File: config.mk
export PLATFORM = sky130hd
export DESIGN_NAME = io_input_port_flat
export DESIGN_NICKNAME = d
export VERILOG_FILES = /design/src/rtl/io_pkg.sv /design/src/rtl/io_input_port_if.sv /design/src/rtl/sync2.sv /design/src/rtl/io_input_port.sv /design/src/flat_wrapper.sv
export SDC_FILE = /design/constraint.sdc
export NUM_CORES = 1
export LEC_CHECK = 0
export BUFFER_PORTS_ARGS = -buffer_cell sky130_fd_sc_hd__buf_4
export CORE_MARGIN = 5
export CORE_UTILIZATION = 45
export DETAILED_ROUTE_END_ITERATION = 16
export GPL_TIMING_DRIVEN = 0
export PLACE_DENSITY = 0.73
export REMOVE_ABC_BUFFERS = 1
export SYNTH_ARGS = -nofsm -noshare
export SYNTH_HDL_FRONTEND = slang
export SYNTH_HIERARCHICAL = 1
export SYNTH_SLANG_ARGS = --single-unit
File: constraint.sdc
create_clock -name clk -period 2.1 [get_ports clk]
set_input_delay 0.42 -clock clk [delete_from_list [all_inputs] [get_ports clk]]
set_output_delay 0.42 -clock clk [all_outputs]
set_load 0.005 [all_outputs]
File: src/rtl/io_pkg.sv
// Shared constants for the board input/output port blocks.
// Status word layout and debounce defaults live here so CPU-side code and RTL agree.
package io_pkg;

  localparam int IO_PORT_W        = 32;
  localparam int DEBOUNCE_DEFAULT = 1_000_000;

  localparam int ST_PENDING = 0;
  localparam int ST_OVERRUN = 1;

  function automatic logic [IO_PORT_W-1:0] pack_status(input logic pending,
                                                       input logic overrun);
    logic [IO_PORT_W-1:0] word;
    word             = '0;
    word[ST_PENDING] = pending;
    word[ST_OVERRUN] = overrun;
    return word;
  endfunction

endpackage

File: src/rtl/io_input_port_if.sv
// Pin/CPU-side bundle of the input port; the irq wire exists only when
// IO_INPUT_IRQ_EN is defined.
interface io_input_port_if #(
    parameter int WIDTH = 5
);
    logic [WIDTH-1:0]             raw_in;
    logic                         rd_en;
    logic [io_pkg::IO_PORT_W-1:0] in_port;
    logic [io_pkg::IO_PORT_W-1:0] status;
`ifdef IO_INPUT_IRQ_EN
    logic                         irq;

    modport master (output raw_in, output rd_en, input in_port, input status, input irq);
    modport slave  (input raw_in, input rd_en, output in_port, output status, output irq);
`else
    modport master (output raw_in, output rd_en, input in_port, input status);
    modport slave  (input raw_in, input rd_en, output in_port, output status);
`endif
endinterface

File: src/rtl/sync2.sv
// Parameterized-width two-flop synchronizer for asynchronous pin levels,
// with synchronous active-high reset.
module sync2 #(
    parameter int WIDTH = 1
) (
    input  logic             clk,
    input  logic             reset,
    input  logic [WIDTH-1:0] d,
    output logic [WIDTH-1:0] q
);
    logic [WIDTH-1:0] s1;

    // NOTE: non-blocking assignments make s1 and q update together, giving two real flop stages.
    always_ff @(posedge clk) begin
        if (reset) begin
            s1 <= '0;
            q  <= '0;
        end else begin
            s1 <= d;
            q  <= s1;
        end
    end
endmodule

File: src/rtl/io_input_port.sv
// Synchronized, debounced switch input port with a sticky new-value status.
// Define IO_INPUT_IRQ_EN to add a registered irq level that mirrors pending.
module io_input_port
    import io_pkg::*;
#(
    parameter int WIDTH           = 5,
    parameter int DEBOUNCE_CYCLES = DEBOUNCE_DEFAULT
) (
    input  logic            clk,
    input  logic            reset,
    io_input_port_if.slave  bus
);
    localparam int CNT_W = (DEBOUNCE_CYCLES > 1) ? $clog2(DEBOUNCE_CYCLES) : 1;
    localparam logic [CNT_W-1:0] CNT_LAST = CNT_W'(DEBOUNCE_CYCLES - 1);

    logic [WIDTH-1:0] s2;
    logic [WIDTH-1:0] stable;
    logic [CNT_W-1:0] cnt;
    logic             chg;
    logic             pending, pending_nxt;
    logic             overrun, overrun_nxt;

    sync2 #(.WIDTH(WIDTH)) u_sync2 (
        .clk   (clk),
        .reset (reset),
        .d     (bus.raw_in),
        .q     (s2)
    );

    // One counter for the whole vector: bit flips mid-count do not restart it.
    assign chg = (s2 != stable) && (cnt == CNT_LAST);

    always_ff @(posedge clk) begin
        if (reset) begin
            stable <= '0;
            cnt    <= '0;
        end else if (s2 == stable) begin
            cnt    <= '0;
        end else if (chg) begin
            stable <= s2;
            cnt    <= '0;
        end else begin
            cnt    <= cnt + CNT_W'(1);
        end
    end

    // NOTE: defaults first keep every path assigned, so no latch is inferred.
    always_comb begin
        pending_nxt = pending;
        overrun_nxt = overrun;
        if (bus.rd_en) begin
            pending_nxt = 1'b0;
            overrun_nxt = 1'b0;
        end
        // A read coinciding with a change consumes the old notice only.
        if (chg) begin
            pending_nxt = 1'b1;
            overrun_nxt = pending && !bus.rd_en;
        end
    end

    always_ff @(posedge clk) begin
        if (reset) begin
            pending <= 1'b0;
            overrun <= 1'b0;
        end else begin
            pending <= pending_nxt;
            overrun <= overrun_nxt;
        end
    end

    assign bus.in_port = {{(IO_PORT_W-WIDTH){1'b0}}, stable};
    assign bus.status  = pack_status(pending, overrun);

`ifdef IO_INPUT_IRQ_EN
    logic irq_r;

    always_ff @(posedge clk) begin
        if (reset) irq_r <= 1'b0;
        else       irq_r <= pending_nxt;
    end

    assign bus.irq = irq_r;
`endif
endmodule

File: src/flat_wrapper.sv
// flat-port wrapper written by rule: the top's interface ports become plain ports
module io_input_port_flat import io_pkg::*;
#(
    parameter int WIDTH           = 5,
    parameter int DEBOUNCE_CYCLES = DEBOUNCE_DEFAULT
)
  (clk, reset, bus_raw_in, bus_rd_en, bus_in_port, bus_status);
  io_input_port_if #(.WIDTH(WIDTH)) bus_i ();
  input  logic clk;
  input  logic reset;
  input wire logic [$bits(bus_i.raw_in)-1:0] bus_raw_in;
  input wire logic [$bits(bus_i.rd_en)-1:0] bus_rd_en;
  output wire logic [$bits(bus_i.in_port)-1:0] bus_in_port;
  output wire logic [$bits(bus_i.status)-1:0] bus_status;
  assign bus_i.raw_in = bus_raw_in;
  assign bus_i.rd_en = bus_rd_en;
  assign bus_in_port = bus_i.in_port;
  assign bus_status = bus_i.status;
  io_input_port #(.WIDTH(WIDTH), .DEBOUNCE_CYCLES(DEBOUNCE_CYCLES)) u_core (.clk(clk), .reset(reset), .bus(bus_i));
endmodule
-- After elaboration in Yosys (flattened, before gate mapping)
Cells that the tools add are included.
- register bits: 37
- input bits: 8
- output and inout port bits: 64
- logic and storage cells: 20
- bitwise logic cells: 1
- add/sub/neg operators: 1
- reductions and logical operators: 6
- muxes and demuxes: 3
- equality and inequality tests: 3
- operator list (kind ; count):
    $add A20 B1 Y20 const B ; 1
    $eq A20 B20 Y1 const B ; 1
    $eq A5 B5 Y1 ; 1
    $ne A5 B5 Y1 ; 1
    $mux W1 ; 3
    $reduce_or A3 Y1 ; 1
    $logic_and A1 B1 Y1 ; 2
    $reduce_and A2 Y1 ; 1
    $reduce_bool A2 Y1 ; 1
    $logic_not A1 Y1 ; 1
    $not A1 Y1 ; 1

-- Logic depth before layout (Yosys ltp)
Gate-level depths: netlist of run 1.
- word-level depth: 3
- gate-level depth with buffers: 6
- depth with buffers taken out: 5

-- Cells and area by module
Netlist of run 1, hierarchy kept.
- modules (own cells, without submodules) (module ; times used ; cells an instance ; area an instance (um^2) ; sequential area each (um^2)):
    io_input_port ; 1 ; 206 ; 1779.2 ; 540.5
    sync2 ; 1 ; 20 ; 262.8 ; 200.2

-- Worst setup path before layout of run 1
OpenSTA, ideal clock, no wires.
- path type: reg2reg
- start: register u_core.cnt[0]
- end: register u_core.cnt[18]
- buffers on the path: 0
- period minus slack after synthesis: 1.962 ns
- path slack: 0.138 ns
- stages on the path, launching flop included: 6
- setup time: 0.086 ns
- data required time: 2.014 ns
- arrival: 1.877 ns
- cells stage by stage: dfxtp_1 -> ha_1 -> nand4_1 -> or4_4 -> or4_1 -> a211oi_1
- longest elaborated chain between the ends: 3
- RTL lines (element ; line ; RTL):
    start: declaration ; io_input_port.sv:18 ; logic [CNT_W-1:0] cnt;
    start signal: assignment ; io_input_port.sv:43 ; cnt <= cnt + CNT_W'(1);
    branches (longest 3 deep; another with $add A20 B1 Y20) ; n/a ;
Parallel ways; which one is timed is not known.
A chain may end at the register's enable or synchronous reset.

-- Final worst setup path of run 1
- start: register u_core.cnt[2]
- end: register u_core.cnt[19]
The elaborated chain is that of the path after synthesis.

==> summary.md, run 1 <==
| Metric | Value |
|---|---|
| Crit. Startpoint | `u_core/cnt[2]` |
| Cell Area, Placed | `1930 um^2` |
| Avg Inst Size Synth | `9.04 um^2` |
| DR vias/cell | `4.45` |
| Initial DRC count | `23` |
| Crit path time final | `2010 ps` |
| Cell count after synthesis | `226` |
| Peak supply drop | `0.407 mV` |
| RSZ-0062 raised after global routing | `no` |
| CTS root buffer | `clkbuf_8` |
| Max Cap Viol | `0` |
| Setup slack after layout | `89.9 ps` |
| Pins Over Slew Limit | `0` |
| Post-Syn Area | `2040 um^2` |
| Fraction of registers with async set/reset | `0` |
| # rows | `24` |
| Reg power frac | `0.509` |
| DRT antenna net count | `0` |
| Total Routing Usage GR | `0.102` |
| Most frequent cell after synthesis | `buf_4` |
| Combinational share of power | `0.051` |
| Clock buffer depth | `2` |
| Worst Max-Slew Pin Slew | `840 ps` |
| HP Class | `primary input to flip-flop` |
| Drt total wl | `3150 um` |
| Critical path required time | `2300 ps` |
| Clk pwr share | `0.440` |
| Number of synthesized flops with an enable pin | `0` |
| CTS tree | `done` |
| Area growth from synthesis to layout | `0.981%` |
| R2R Setup Slk | `90 ps` |
| Largest net degree at the start of global routing | `24` |
| Final core utilization | `0.470` |
| Unique cell type count in the Yosys netlist | `39` |
| Synth Area in Compound Gates | `0.0527` |
| Fin area | `2060 um^2` |
| Dpl ws | `-13.1 ps` |
| Initial antenna violation count | `0` |
| Final Hold Fails | `0` |
| Synth top area cells | `dfxtp_1 (36%), buf_4 (22%), xnor2_1 (5.6%), nor3_1 (3.9%), nor2b_1 (3.4%)` |
| Normalized max-slew margin | `0.440` |
| Mux contribution to synthesized area | `0.0294` |
| Finish-stage setup viols | `0` |
| Seq/Total Area, Yosys | `0.363` |
| Die Area | `5980 um^2` |
| Core Box Area | `4380 um^2` |
| Later-pin clock latency in the skew report | `280 ps` |
| Num CTS Buffers | `5` |
| Vias | `1287` |
| Non-Filler Instances | `289` |
| Final Skew | `5.64 ps` |
| Worst hold path cell count | `2` |
| Worst-case reg-to-reg path depth | `4` |
| Cell count after placement | `281` |
| Die width | `77.4 um` |
| Port buffer count | `14` |
| Top Ports | `72` |
| Worst path arrival time | `2210 ps` |
| Synth Area in XOR/XNOR | `0.0729` |
| CP peak stage delay | `660 ps` |
| Clk sink count | `37` |
| Status | `finished clean` |
| Pre-Repair DR Iteration Count | `4` |
| Seq cells post-synth | `37` |
| Share of layout cells above drive strength 1 | `0.135` |
| Clock slew at reported path FFs | `70 ps` |
| WL per Instance | `10.9 um` |
| Commonest cells in the netlist | `buf_4 (59), dfxtp_1 (37), nor3_1 (16), xnor2_1 (13), nor2b_1 (11)` |
| Post-synth top area cell | `dfxtp_1` |
| Fin nets | `245` |
| N_diodes | `0` |
| Critical-path cell list | `nand3_2 -> or4_1 -> or4_1 -> a211oi_1` |
| Initial Util | `0.466` |
| Top_reg_cell synth | `dfxtp_1` |
| Sw Ratio | `0.207` |
| Sw power | `293 uW` |
| Post-Synth Adder-Cell Area | `0.00613` |
| Fillcell total | `433` |
| Reg-to-Reg End | `u_core/cnt[19]` |
| Pwr dens | `687 nW/um^2` |
| CP Launch Type | `flip-flop` |
| Reg-to-Reg Start | `u_core/cnt[2]` |
| Crit path max-delay cell type | `or4_1` |
| Simple-gate share of the synthesized area | `0.230` |
| GP Congestion | `0.776` |
| Crit path top cell by count | `or4_1` |
| Fmax | `497 MHz` |
| H-tree levels | `2` |
| First-pass GRT wire length | `5130 um` |
| Ys Warns | `6` |
| HPWL after DPL | `2260 um` |
| Hold-fix buffers, CTS | `0` |
| Vias in the first global route | `1135` |
| Die H | `77.4 um` |
| Fin crit share | `0.957` |
| Crit end category | `flip-flop` |
| Leakage | `0.779 nW` |
| Combinational family with the most area after synthesis | `buffers and inverters` |
| Grt ovf | `0` |
| Synth top area share | `0.363` |
| Post-CTS Setup Bufs | `0` |
| Worst setup path category | `flip-flop to flip-flop` |
| Crit path max fanout | `8` |
| Internal | `1.12 mW` |
| End point of the critical path | `u_core/cnt[19]` |
| DRC | `0` |
## worst min path at each step
stage                         startpoint  slack [ps]                   end
floorplan           u_core/u_sync2/s1[0]         410   u_core/u_sync2/q[0]
global placement    u_core/u_sync2/s1[4]         420   u_core/u_sync2/q[4]
detailed placement  u_core/u_sync2/s1[0]         430   u_core/u_sync2/q[0]
CTS                        bus_raw_in[1]         330  u_core/u_sync2/s1[1]
global route               bus_raw_in[0]         350  u_core/u_sync2/s1[0]
finish                     bus_raw_in[1]         350  u_core/u_sync2/s1[1]
## metrics by stage
stage                     TNS (ps)  hold WS, ps  total power [mW]
after floorplan                  0          414             0.783
after global routing             0          349              1.48
after global placement           0          419             0.803
after CTS                        0          332              1.44
final                            0          347              1.42
after detailed placement     -13.1          426             0.804
## repair_timing
action                                  4_1_cts  5_1_grt
gates cloned                                  0        0
endpoints found under the setup margin       15        2
gates resized for setup                       1        2
pin swaps                                     0        1
## cells in the final DEF (no fill, tap or decap), drive strengths merged, types with 2 or more instances in the layout
master | Yosys | routed
conb | 1 | 57
nor2b | 11 | 11
nand4 | 5 | 5
or3 | 4 | 4
o21ai | 4 | 4
nand2 | 9 | 9
o31ai | 2 | 2
nand2b | 10 | 10
clkbuf | 5 | 6
mux2i | 6 | 6
a211oi | 6 | 6
nor3 | 16 | 16
inv | 3 | 3
dfxtp | 37 | 37
xnor2 | 13 | 13
nor2 | 3 | 3
nand3 | 8 | 8
nor4 | 2 | 2
and4 | 2 | 2
buf | 61 | 14
xor2 | 4 | 4
or4 | 4 | 4
## cell type report
| type | instances | area (um^2) | area share |
|---|---|---|---|
| flip-flops and latches | 37 | 742 | 0.360 |
| well taps | 52 | 65.1 | 0.0316 |
| clock buffers | 6 | 82.6 | 0.0400 |
| repair buffers | 14 | 105 | 0.0510 |
| clock inverters | 2 | 37.5 | 0.0182 |
| multi-input cells | 175 | 1020 | 0.494 |
| inverters | 3 | 11.3 | 0.00546 |
## layer usage
layer,share of wire,vias to the layer above,global-route usage
li1,-,666,-
met1,0.44,580,0.129
met2,0.49,39,0.164
met3,0.073,2,0.0278
met4,0.0044,0,0.0412
met5,0,-,0
## registers in the layout, indices dropped and copies added, names as in the netlist
name	cells
u_core/cnt	20
u_core/overrun	1
u_core/pending	1
u_core/stable	5
u_core/u_sync2/q	5
u_core/u_sync2/s1	5
## power groups by stage
stage,Sequential (mW),Clock (mW),Combinational (mW)
final,0.721,0.623,0.0724
after CTS,0.720,0.650,0.0690
after detailed placement,0.736,0,0.0677
after floorplan,0.735,0,0.0481
after global routing,0.722,0.672,0.0839
after global placement,0.736,0,0.0670
## critical path, delay by kind of cell, from the launching register on
family	cells	cell delay (ps)
simple gates	3	1260
flops	1	450
compound gates	1	220
## cell families (layout without fill, tap and decap cells)
group / count (synthesis) / in the layout
AOI/OAI and AO/OA: 15 / 15
xor gates and xnor gates: 17 / 17
adders and majority gates: 1 / 1
buffers and inverters: 70 / 25
DFF: 37 / 37
muxes: 6 / 6
other: 1 / 57
and+or+nand+nor: 79 / 79
(Power assumes the default switching activity.)
==> run 2, diff against run 1 <==
- CORE_UTILIZATION: 45 -> 50
- PLACE_DENSITY: 0.73 -> 0.8
==> run 2 against run 1 <==
  * Die area decreased by 8.7%
  * Critical path depth unchanged
  * Utilization increased by 5.2 points
  * Register-to-register slack improved by 50 ps
  * Routed wire length increased by 2.5%
  * Fmax increased by 2.7%
  * Setup slack improved by 53 ps
  * Clock power increased by 0.6%
  * Power increased by 0.48%
  * Via count increased by 3.1%
  * Sequential share of layout area decreased by 0.16 points
  * Combinational power increased by 2%
  * Critical endpoint unchanged
  * Largest cell class unchanged
  * Largest power group unchanged
==> summary.md, run 2 (synthesis gave the netlist of run 1 again) <==
| Metric | Value |
|---|---|
| Worst setup path category | `flip-flop to flip-flop` |
| Final core utilization | `0.522 (+0.0520)` |
| Cell count after placement | `279 (-0.71%)` |
| RSZ-0062 raised after global routing | `no` |
| Clk sink count | `37 (unchanged)` |
| N_diodes | `0 (unchanged)` |
| Largest net degree at the start of global routing | `24 (unchanged)` |
| CTS root buffer | `clkbuf_8` |
| Leading cell type in the layout, fill and taps excluded | `conb_1` |
| Status | `finished clean` |
| H-tree levels | `2 (unchanged)` |
| Crit path time final | `1960 ps (-53.4 ps)` |
| Later-pin clock latency in the skew report | `290 ps (about the same)` |
| Vias | `1327 (+3.1%)` |
| GP Congestion | `0.795 (+2.5%)` |
| Worst Max-Slew Pin Slew | `831 ps (-9.45 ps)` |
| Initial DRC count | `99 (+330%)` |
| Hold path start | `bus_raw_in[0]` |
| Pre-Repair DR Iteration Count | `4 (unchanged)` |
| Pwr dens | `686 nW/um^2 (-0.13%)` |
| DR vias/cell | `4.62 (+3.8%)` |
| Final Hold Fails | `0 (unchanged)` |
| Non-Filler Instances | `287 (-0.69%)` |
| Area growth from synthesis to layout | `1.59%` |
| Top Ports | `72 (unchanged)` |
| Max Cap Viol | `0 (unchanged)` |
| Worst-case reg-to-reg path depth | `4 (unchanged)` |
| Reg-to-Reg Start | `u_core/cnt[2]` |
| Combinational share of power | `0.052 (about the same)` |
| Core Box Area | `3970 um^2 (-9.4%)` |
| Final Skew | `4.49 ps (-1.15 ps)` |
| Drt total wl | `3230 um (+2.5%)` |
| Normalized max-slew margin | `0.446 (+0.00630)` |
| Fmax | `511 MHz (+2.7%)` |
| Peak supply drop | `0.523 mV (+28%)` |
| Max FFs per register | `20 (unchanged)` |
| Clock buffer depth | `2 (unchanged)` |
| Sw Ratio | `0.210 (+0.00324)` |
| Fillcell total | `370 (-15%)` |
| Fin nets | `245 (unchanged)` |
| Critical path required time | `2290 ps (about the same)` |
| Fin crit share | `0.932 (-0.0254)` |
| Crit path max fanout | `8 (unchanged)` |
| Commonest cells after routing, fill and taps aside | `conb_1 (57), dfxtp_1 (35), nor3_1 (16), buf_4 (14), xnor2_1 (13)` |
| R2R Setup Slk | `140 ps (+50 ps)` |
| Leakage | `0.782 nW (+0.35%)` |
| Hold path endpoint | `u_core/u_sync2/s1[0]` |
| Total Routing Usage GR | `0.118 (+0.0156)` |
| Most flop-heavy register | `u_core/cnt` |
| WL per Instance | `11.2 um (+3.3%)` |
| Clock slew at reported path FFs | `70 ps (about the same)` |
| Vias in the first global route | `1135 (unchanged)` |
| Sw power | `299 uW (+2.1%)` |
| Die H | `73.9 um (-4.5%)` |
| First-pass GRT wire length | `4870 um (-5.0%)` |
| Grt ovf | `0 (unchanged)` |
| Initial antenna violation count | `0 (unchanged)` |
| Clk pwr share | `0.441 (about the same)` |
| HPWL after DPL | `2360 um (+4.3%)` |
| Worst hold path cell count | `2 (unchanged)` |
| Reg-to-Reg End | `u_core/cnt[19]` |
| DRC | `0 (unchanged)` |
| Num CTS Buffers | `5 (unchanged)` |
| DRT antenna net count | `0 (unchanged)` |
| Finish-stage setup viols | `0 (unchanged)` |
| Initial Util | `0.514 (+0.0484)` |
| Pins Over Slew Limit | `0 (unchanged)` |
| Internal | `1.12 mW (about the same)` |
| Crit end category | `flip-flop` |
| Share of layout cells above drive strength 1 | `0.143 (+0.00844)` |
| CP Launch Type | `flip-flop` |
| Die width | `73.9 um (-4.5%)` |
| Die Area | `5460 um^2 (-8.7%)` |
| CTS tree | `done` |
| Worst path arrival time | `2150 ps (-60 ps)` |
| HP Class | `primary input to flip-flop` |
| Port buffer count | `14 (unchanged)` |
| # rows | `23 (-4.2%)` |
| Reg power frac | `0.507 (-0.002)` |
-- run 2: cell count changes in the layout (fill, tap and decap cells not counted) --
cell	change
or4_4	+1
or4_1	-1
ha_2	-1
dfxtp_1	-1
dfxtp_2	+1
ha_4	+1
-- run 2: timing repair --
action,CTS,global route
pin swaps,0,1
setup buffers,0,0
hold buffers,0,0
gates resized for setup,3,3
endpoints found under the setup margin,4,2
-- run 2: per-layer routing --
metal	part of all wire	global-route usage
met1	0.40	0.131
met2	0.49	0.196
met3	0.081	0.0397
met4	0.020	0.0664
met5	0	0
-- run 2: critical path, cell delays in order (launching register included) --
cell      delay (ps)
dfxtp_1          440
nand3_2          160
or4_4            590
or4_1            410
a211oi_1         260
-- run 2: worst max-delay path by stage --
stage | to | start | slack [ps]
after floorplan | u_core/cnt[18] | u_core/cnt[0] | 130
after global placement | u_core/cnt[18] | u_core/cnt[0] | -3
after detailed placement | u_core/cnt[18] | u_core/cnt[0] | -30
after CTS | u_core/cnt[18] | u_core/cnt[1] | 0.9
after global routing | u_core/cnt[19] | u_core/cnt[2] | 30
final | u_core/cnt[19] | u_core/cnt[2] | 140
-- run 2: layout make-up --
cell class | instances | area [um^2] | share of cell area
Sequential cell | 37 | 743 | 0.358
Inverter | 3 | 11.3 | 0.00543
Clock buffer | 6 | 82.6 | 0.0398
Clock inverter | 2 | 37.5 | 0.0181
Timing Repair Buffer | 14 | 105 | 0.0507
Tap cell | 50 | 62.6 | 0.0302
Multi-Input combinational cell | 175 | 1030 | 0.498
-- run 2: power by group through the flow --
stage | Combinational (mW) | Clock [mW] | Sequential [mW]
6_report | 0.0735 | 0.627 | 0.722
5_1_grt | 0.0857 | 0.678 | 0.723
4_1_cts | 0.0695 | 0.646 | 0.721
3_5_place_dp | 0.0677 | 0 | 0.736
3_3_place_gp | 0.0668 | 0 | 0.736
2_1_floorplan | 0.0481 | 0 | 0.735
-- run 2: through the flow --
stage	setup slack, ps	cell area (um^2)	hold slack, ps	setup TNS, ps	total power, mW
floorplan	132	1760	414	0	0.783
global placement	-2.79	1930	416	-2.79	0.802
detailed placement	-30.8	1930	424	-30.8	0.804
CTS	0.887	2060	330	0	1.44
global route	32.3	2070	330	0	1.49
finish	143	2070	340	0	1.42
